$ cat src/rtl/div_stall_unit_if.sv
// Handshake bundle between the EX-stage divide decode (master) and the
// multi-cycle divider (slave), including the stall request back to the
// pipeline controller.
interface div_stall_unit_if #(
    parameter int DATA_WIDTH = 32
);
    logic                  start;
    logic                  is_signed;
    logic [DATA_WIDTH-1:0] dividend;
    logic [DATA_WIDTH-1:0] divisor;
    logic                  flush;
    logic                  stall_request;
    logic                  done;
    logic [DATA_WIDTH-1:0] quotient;
    logic [DATA_WIDTH-1:0] remainder;
    logic                  div_by_zero;

    // EX decode / pipeline side
    modport master (
        output start, is_signed, dividend, divisor, flush,
        input  stall_request, done, quotient, remainder, div_by_zero
    );

    // Divider side
    modport slave (
        input  start, is_signed, dividend, divisor, flush,
        output stall_request, done, quotient, remainder, div_by_zero
    );
endinterface

$ cat src/rtl/div_stall_unit.sv
// Radix-2 restoring divider for DIV/DIVU in EX. Holds the pipeline via
// stall_request while a division is in flight and releases it in the cycle
// the registered HI/LO results are presented together with a done pulse.
module div_stall_unit #(
    parameter int DATA_WIDTH = 32
) (
    input  logic             clk,
    input  logic             rst,   // asynchronous, active-low
    div_stall_unit_if.slave  bus
);

    localparam int CNT_W = $clog2(DATA_WIDTH + 1);

    typedef enum logic [1:0] {
        IDLE = 2'd0,
        BUSY = 2'd1,
        DONE = 2'd2
    } state_t;

    state_t                state_q, state_d;
    logic [DATA_WIDTH-1:0] rem_q, rem_d;          // partial remainder
    logic [DATA_WIDTH-1:0] quo_q, quo_d;          // dividend shifting out / quotient shifting in
    logic [DATA_WIDTH-1:0] dvs_q, dvs_d;          // divisor magnitude
    logic [CNT_W-1:0]      cnt_q, cnt_d;          // iterations left
    logic                  neg_quo_q, neg_quo_d;
    logic                  neg_rem_q, neg_rem_d;
    logic                  done_q, done_d;
    logic                  dbz_q, dbz_d;
    logic [DATA_WIDTH-1:0] quotient_q, quotient_d;
    logic [DATA_WIDTH-1:0] remainder_q, remainder_d;

    logic [DATA_WIDTH-1:0] dividend_mag;
    logic [DATA_WIDTH-1:0] divisor_mag;
    logic [DATA_WIDTH:0]   rem_shift;
    logic                  rem_ge;
    logic [DATA_WIDTH-1:0] rem_step;
    logic [DATA_WIDTH-1:0] quo_step;

    // Operand magnitudes and one restoring-division iteration
    always_comb begin
        dividend_mag = (bus.is_signed && bus.dividend[DATA_WIDTH-1]) ? -bus.dividend : bus.dividend;
        divisor_mag  = (bus.is_signed && bus.divisor[DATA_WIDTH-1])  ? -bus.divisor  : bus.divisor;
        // The shifted remainder needs one extra bit: with a divisor above
        // 2^(DATA_WIDTH-1) it can exceed DATA_WIDTH bits before the compare.
        rem_shift = {rem_q, quo_q[DATA_WIDTH-1]};
        rem_ge    = (rem_shift >= {1'b0, dvs_q});
        // The true difference is below dvs_q, so modulo-2^DATA_WIDTH is exact.
        rem_step  = rem_ge ? (rem_shift[DATA_WIDTH-1:0] - dvs_q) : rem_shift[DATA_WIDTH-1:0];
        quo_step  = {quo_q[DATA_WIDTH-2:0], rem_ge};
    end

    // FSM next-state and datapath next values; flush overrides everything
    always_comb begin
        // NOTE: every _d gets a default first so no path leaves it unassigned,
        // which would otherwise infer a latch.
        state_d     = state_q;
        rem_d       = rem_q;
        quo_d       = quo_q;
        dvs_d       = dvs_q;
        cnt_d       = cnt_q;
        neg_quo_d   = neg_quo_q;
        neg_rem_d   = neg_rem_q;
        done_d      = 1'b0;
        dbz_d       = 1'b0;
        quotient_d  = quotient_q;
        remainder_d = remainder_q;

        case (state_q)
            IDLE: begin
                if (bus.start && !bus.flush) begin
                    quo_d     = dividend_mag;
                    dvs_d     = divisor_mag;
                    rem_d     = '0;
                    cnt_d     = CNT_W'(DATA_WIDTH);
                    neg_quo_d = bus.is_signed & (bus.dividend[DATA_WIDTH-1] ^ bus.divisor[DATA_WIDTH-1]);
                    neg_rem_d = bus.is_signed & bus.dividend[DATA_WIDTH-1];
                    if (bus.divisor == '0) begin
                        // Divide by zero skips the iterations entirely and
                        // reports the raw dividend as the remainder.
                        state_d     = DONE;
                        done_d      = 1'b1;
                        dbz_d       = 1'b1;
                        quotient_d  = '1;
                        remainder_d = bus.dividend;
                    end else begin
                        state_d = BUSY;
                    end
                end
            end
            BUSY: begin
                rem_d = rem_step;
                quo_d = quo_step;
                cnt_d = cnt_q - 1'b1;
                if (cnt_q == CNT_W'(1)) begin
                    state_d     = DONE;
                    done_d      = 1'b1;
                    quotient_d  = neg_quo_q ? -quo_step : quo_step;
                    remainder_d = neg_rem_q ? -rem_step : rem_step;
                end
            end
            DONE: begin
                // A start seen here belongs to the instruction now leaving
                // EX; the next divide is accepted from IDLE.
                state_d = IDLE;
            end
            default: begin
                state_d = IDLE;
            end
        endcase

        if (bus.flush) begin
            state_d     = IDLE;
            done_d      = 1'b0;
            dbz_d       = 1'b0;
            quotient_d  = quotient_q;
            remainder_d = remainder_q;
        end
    end

    // State and result registers
    always_ff @(posedge clk or negedge rst) begin
        if (!rst) begin
            state_q     <= IDLE;
            rem_q       <= '0;
            quo_q       <= '0;
            dvs_q       <= '0;
            cnt_q       <= '0;
            neg_quo_q   <= 1'b0;
            neg_rem_q   <= 1'b0;
            done_q      <= 1'b0;
            dbz_q       <= 1'b0;
            quotient_q  <= '0;
            remainder_q <= '0;
        end else begin
            // NOTE: non-blocking assignments so every flop samples the
            // pre-edge values regardless of statement order.
            state_q     <= state_d;
            rem_q       <= rem_d;
            quo_q       <= quo_d;
            dvs_q       <= dvs_d;
            cnt_q       <= cnt_d;
            neg_quo_q   <= neg_quo_d;
            neg_rem_q   <= neg_rem_d;
            done_q      <= done_d;
            dbz_q       <= dbz_d;
            quotient_q  <= quotient_d;
            remainder_q <= remainder_d;
        end
    end

    // Stall is combinational so the accept cycle itself already freezes
    // the front end; it is forced low while reset is held.
    assign bus.stall_request = rst & ~bus.flush &
                               (((state_q == IDLE) & bus.start) | (state_q == BUSY));
    assign bus.done          = done_q & ~bus.flush;
    assign bus.div_by_zero   = dbz_q & ~bus.flush;
    assign bus.quotient      = quotient_q;
    assign bus.remainder     = remainder_q;

endmodule

$ cat src/flat_wrapper.sv
// flat-port wrapper written by rule: the top's interface ports become plain ports
module div_stall_unit_flat 
#(
    parameter int DATA_WIDTH = 32
)
  (clk, rst, bus_start, bus_is_signed, bus_dividend, bus_divisor, bus_flush, bus_stall_request, bus_done, bus_quotient, bus_remainder, bus_div_by_zero);
  div_stall_unit_if #(.DATA_WIDTH(DATA_WIDTH)) bus_i ();
  input  logic clk;
  input  logic rst;
  input wire logic [$bits(bus_i.start)-1:0] bus_start;
  input wire logic [$bits(bus_i.is_signed)-1:0] bus_is_signed;
  input wire logic [$bits(bus_i.dividend)-1:0] bus_dividend;
  input wire logic [$bits(bus_i.divisor)-1:0] bus_divisor;
  input wire logic [$bits(bus_i.flush)-1:0] bus_flush;
  output wire logic [$bits(bus_i.stall_request)-1:0] bus_stall_request;
  output wire logic [$bits(bus_i.done)-1:0] bus_done;
  output wire logic [$bits(bus_i.quotient)-1:0] bus_quotient;
  output wire logic [$bits(bus_i.remainder)-1:0] bus_remainder;
  output wire logic [$bits(bus_i.div_by_zero)-1:0] bus_div_by_zero;
  assign bus_i.start = bus_start;
  assign bus_i.is_signed = bus_is_signed;
  assign bus_i.dividend = bus_dividend;
  assign bus_i.divisor = bus_divisor;
  assign bus_i.flush = bus_flush;
  assign bus_stall_request = bus_i.stall_request;
  assign bus_done = bus_i.done;
  assign bus_quotient = bus_i.quotient;
  assign bus_remainder = bus_i.remainder;
  assign bus_div_by_zero = bus_i.div_by_zero;
  div_stall_unit #(.DATA_WIDTH(DATA_WIDTH)) u_core (.clk(clk), .rst(rst), .bus(bus_i));
endmodule
$ cat config.mk
export PLATFORM = sky130hd
export DESIGN_NAME = div_stall_unit_flat
export DESIGN_NICKNAME = d
export VERILOG_FILES = /design/src/rtl/div_stall_unit_if.sv /design/src/rtl/div_stall_unit.sv /design/src/flat_wrapper.sv
export SDC_FILE = /design/constraint.sdc
export NUM_CORES = 1
export LEC_CHECK = 0
export ABC_AREA = 1
export BUFFER_PORTS_ARGS = -buffer_cell sky130_fd_sc_hd__buf_2
export CORE_MARGIN = 1
export CORE_UTILIZATION = 50
export CTS_CLUSTER_SIZE = 12
export DETAILED_ROUTE_END_ITERATION = 8
export PLACE_DENSITY = 0.79
export SLEW_MARGIN = 0
export SYNTH_ARGS = -nofsm -noshare
export SYNTH_HDL_FRONTEND = slang
export SYNTH_SLANG_ARGS = --single-unit
export TNS_END_PERCENT = 20
$ cat constraint.sdc
create_clock -name clk -period 5.5 [get_ports clk]
set_clock_uncertainty 0.15 [all_clocks]
set_input_delay 1.65 -clock clk [delete_from_list [all_inputs] [get_ports clk]]
set_output_delay 1.65 -clock clk [all_outputs]
set_load 0.01 [all_outputs]
==> run_results.csv <==
group,metric,value,unit
status,outcome,"completed",
floorplanning,die_area,26900,um^2
clock_tree,root_buffer,"clkbuf_16",
sta,maxSlewHeadroom,32.8,%
final_layout,finalNonFillerCells,2439,
yosys,yosys.cell_types.count,57,
yosys,netlist_top_cells_count,"596 x nand2_1, 268 x inv_1, 203 x nor2_1",
setup_path,worst-r2r-setup-slack,1020,ps
hold_path,hp-start,"u_core.bus.remainder[11]",
hold_path,whs_path_depth,2,
placement,portBuffers,135,
setup_path,arrival,4840,ps
yosys,synth_area_leaders,"dfrtp_1 33%, nand2_1 17%, inv_1 7.7%",
yosys,synth_top_area_share,32.8,%
global_route,grt_usage,32.9,%
setup_path,r2r_start,"u_core.dvs_q[8]",
sta,period_share,84.6,%
global_route,grt_max_degree,173,
drt,vias,13769,
floorplanning,coreArea,25500,um^2
power_and_ir_drop,power.leakage,7.48,nW
clock_tree,clk_pin_slew_worst_paths,80,ps
yosys,synth-edff-count,0,
global_route,grt_pass1_wl,67900,um
drt,ant_nets,0,
power_and_ir_drop,power_frac_comb,65.0,%
setup_path,critPathLaunchType,"primary input",
yosys,yosys.area.top_type,"dfrtp_1",
yosys,synthAdderAreaFrac,3.77,%
floorplanning,die_w,164,um
drt,drtPass1Iterations,6,
yosys,yosysWarnings,0,
yosys,synth_top_family_by_area,"simple AND/OR/NAND/NOR gates",
clock_tree,clockBufferDepth,2,
yosys,avgSynthCellArea,6.59,um^2
floorplanning,pin_count,136,
power_and_ir_drop,power.switching,5.51,mW
drt,routed_wl,43600,um
sta,timing.final.hold_violations,0,
sta,tightest_slew,1010,ps
yosys,syn_area,13100,um^2
yosys,synthMuxAreaShare,0.152,%
clock_tree,numCtsBuffers,17,
global_route,grt_antenna_before_repair,0,
yosys,synth-simple-area-share,34.2,%
sta,fmax,215,MHz
sta,rsz0062_at_grt,"false",
yosys,synth_compound_area_share,14.1,%
setup_path,cp.required,5690,ps
clock_tree,post_cts_buffers,0,
final_layout,area_delta_synth_final,10.9,%
floorplanning,row_count,58,
placement,dp_cells,2407,
drt,routedWlPerCell,17.9,um
hold_path,worstHoldEndpoint,"u_core.bus.remainder[11]",
global_route,grt_overflow_total,0,
setup_path,ff2ff_path_depth,26,
final_layout,diodes,0,
global_route,grt_pass1_vias,12483,
hold_path,hold_class,"reg2reg",
final_layout,layout.nets,2204,
yosys,ys_ff_latch,172,
placement,gp_congestion,0.986,
power_and_ir_drop,vdd_ir_drop_max,0.419,mV
run,max_cap_viol_count,0,
yosys,synth-seq-area-share,32.8,%
yosys,post-synth-top-count-cell,"nand2_1",
drt,route.detailed.drc,0,
sta,fin_crit,4650,ps
setup_path,path_class,"in2reg",
power_and_ir_drop,p_clk_share,11.9,%
yosys,synthFlopType,"dfrtp_1",
sta,fin_tns_setup,0,ps
drt,dr.first_iter.drc_count,1640,
power_and_ir_drop,internal_power,4.36,mW
yosys,syn_inst,1995,
clock_tree,cts_tree,"built",
clock_tree,htreeDepth,4,
clock_tree,cts.sinks,172,
placement,dp_hpwl,33200,um
setup_path,reg2reg_to,"u_core.bus.quotient[28]",
floorplanning,start_util,51.6,%
setup_path,cp_max_fo,58,
floorplanning,die_y,164,um
sta,setup_violations,0,
yosys,async_flop_share,100,%
clock_tree,hold_buffers,0,
drt,via_per_inst,5.65,
setup_path,crit_path_end_kind,"flop",
yosys,synth_xor_area_share,4.47,%
power_and_ir_drop,swShare,55.8,%
final_layout,layout-drive-gt1-share,12.3,%
clock_tree,clock_latency,440,ps
yosys,syn-num-nets,2103,
sta,slew_violations,0,
clock_tree,cts_resized,0,
power_and_ir_drop,seqPwrFrac,23.2,%
final_layout,fillers,2457,
power_and_ir_drop,p_per_area,677,nW/um^2
==> layout make-up <==
class / instances / area [um^2] / area share [%]
repair buffers: 151 / 815 / 5.59
well taps: 330 / 413 / 2.83
flip-flops and latches: 172 / 4300 / 29.5
inverters: 279 / 1050 / 7.18
clock buffers: 19 / 433 / 2.97
multi-input cells: 1475 / 7460 / 51.2
clock inverters: 13 / 108 / 0.738
==> metal layers <==
layer	share of wire (%)	up-vias	wire (um)	global-route usage (%)
met2	43	683	18800	49.0
met5	0	-	0	0
met4	2.1	0	909	8.71
met3	10	68	4520	7.05
met1	44	6384	19300	47.9
li1	-	6634	-	-
==> cells in the final DEF (no fill, tap or decap), types with 24 or more instances in the layout <==
master,Yosys,final
nor2_1,203,201
xor2_1,53,53
dfrtp_1,172,172
o221ai_1,30,30
o21ai_1,24,24
inv_1,268,267
buf_2,14,134
o21ai_0,116,116
nand2_1,596,595
nor3_1,30,30
ha_1,38,38
a21oi_1,82,82
nand3_1,123,123
==> how the worst max path moves through the flow <==
stage               depth (start not counted)                       end            from
finish                                     17  u_core.bus.remainder[21]  bus_divisor[1]
global route                               17  u_core.bus.remainder[21]  bus_divisor[0]
CTS                                        17  u_core.bus.remainder[21]  bus_divisor[1]
detailed placement                         17  u_core.bus.remainder[21]  bus_divisor[1]
global placement                           17  u_core.bus.remainder[21]  bus_divisor[0]
floorplan                                  17  u_core.bus.remainder[21]  bus_divisor[0]
==> state kept, by name, summed over array words and instances (netlist names) <==
signal	cells
u_core.neg_quo_q	1
u_core.cnt_q	6
u_core.dbz_q	1
u_core.rem_q	32
u_core.state_q	2
u_core.quo_q	32
u_core.dvs_q	32
u_core.neg_rem_q	1
u_core.bus.remainder	32
u_core.done_q	1
u_core.bus.quotient	32
==> power groups by stage <==
stage / Combinational, mW / Sequential, mW / Clock, mW
final: 6.41 / 2.29 / 1.17
after global routing: 7.12 / 2.34 / 1.22
after CTS: 6.28 / 2.27 / 1.17
after global placement: 6.16 / 2.28 / 0
after floorplan: 4.52 / 2.23 / 0
after detailed placement: 6.25 / 2.28 / 0
==> metrics by stage <==
stage                     util [%]  total power, mW  hold slack, ps  area, um^2  worst slack (ps)
final                         57.2             9.87             332       14600               846
after global routing          57.2             10.7             363       14600               462
after CTS                     57.2             9.72             334       14600               852
after detailed placement      55.1             8.53             314       14000               396
after global placement        55.1             8.45             317       14000               562
after floorplan                  -             6.75             303       13100              1560
==> worst max-delay path, stage by stage <==
cell,delay [ps]
buf_2,100
inv_1,80
ha_1,190
nor3b_2,200
nand2_1,120
nor3_2,230
nand3_2,160
nor2_2,130
nand2_1,130
nor3_4,180
nand4_2,220
a21oi_4,460
inv_2,490
a21oi_1,280
nand3_1,100
o21ai_1,70
inv_1,50
==> cells by family (layout without fill, tap and decap cells) <==
kind of cell	Yosys count	count (layout)
AO/OA/AOI/OAI	317	317
XOR/XNOR	67	67
adder cells (fa/ha/maj)	39	39
buffers and inverters	348	462
flip-flops	172	172
multiplexers	2	2
AND/OR/NAND/NOR	1050	1050
No activity file was read; power rests on OpenSTA's default activity.
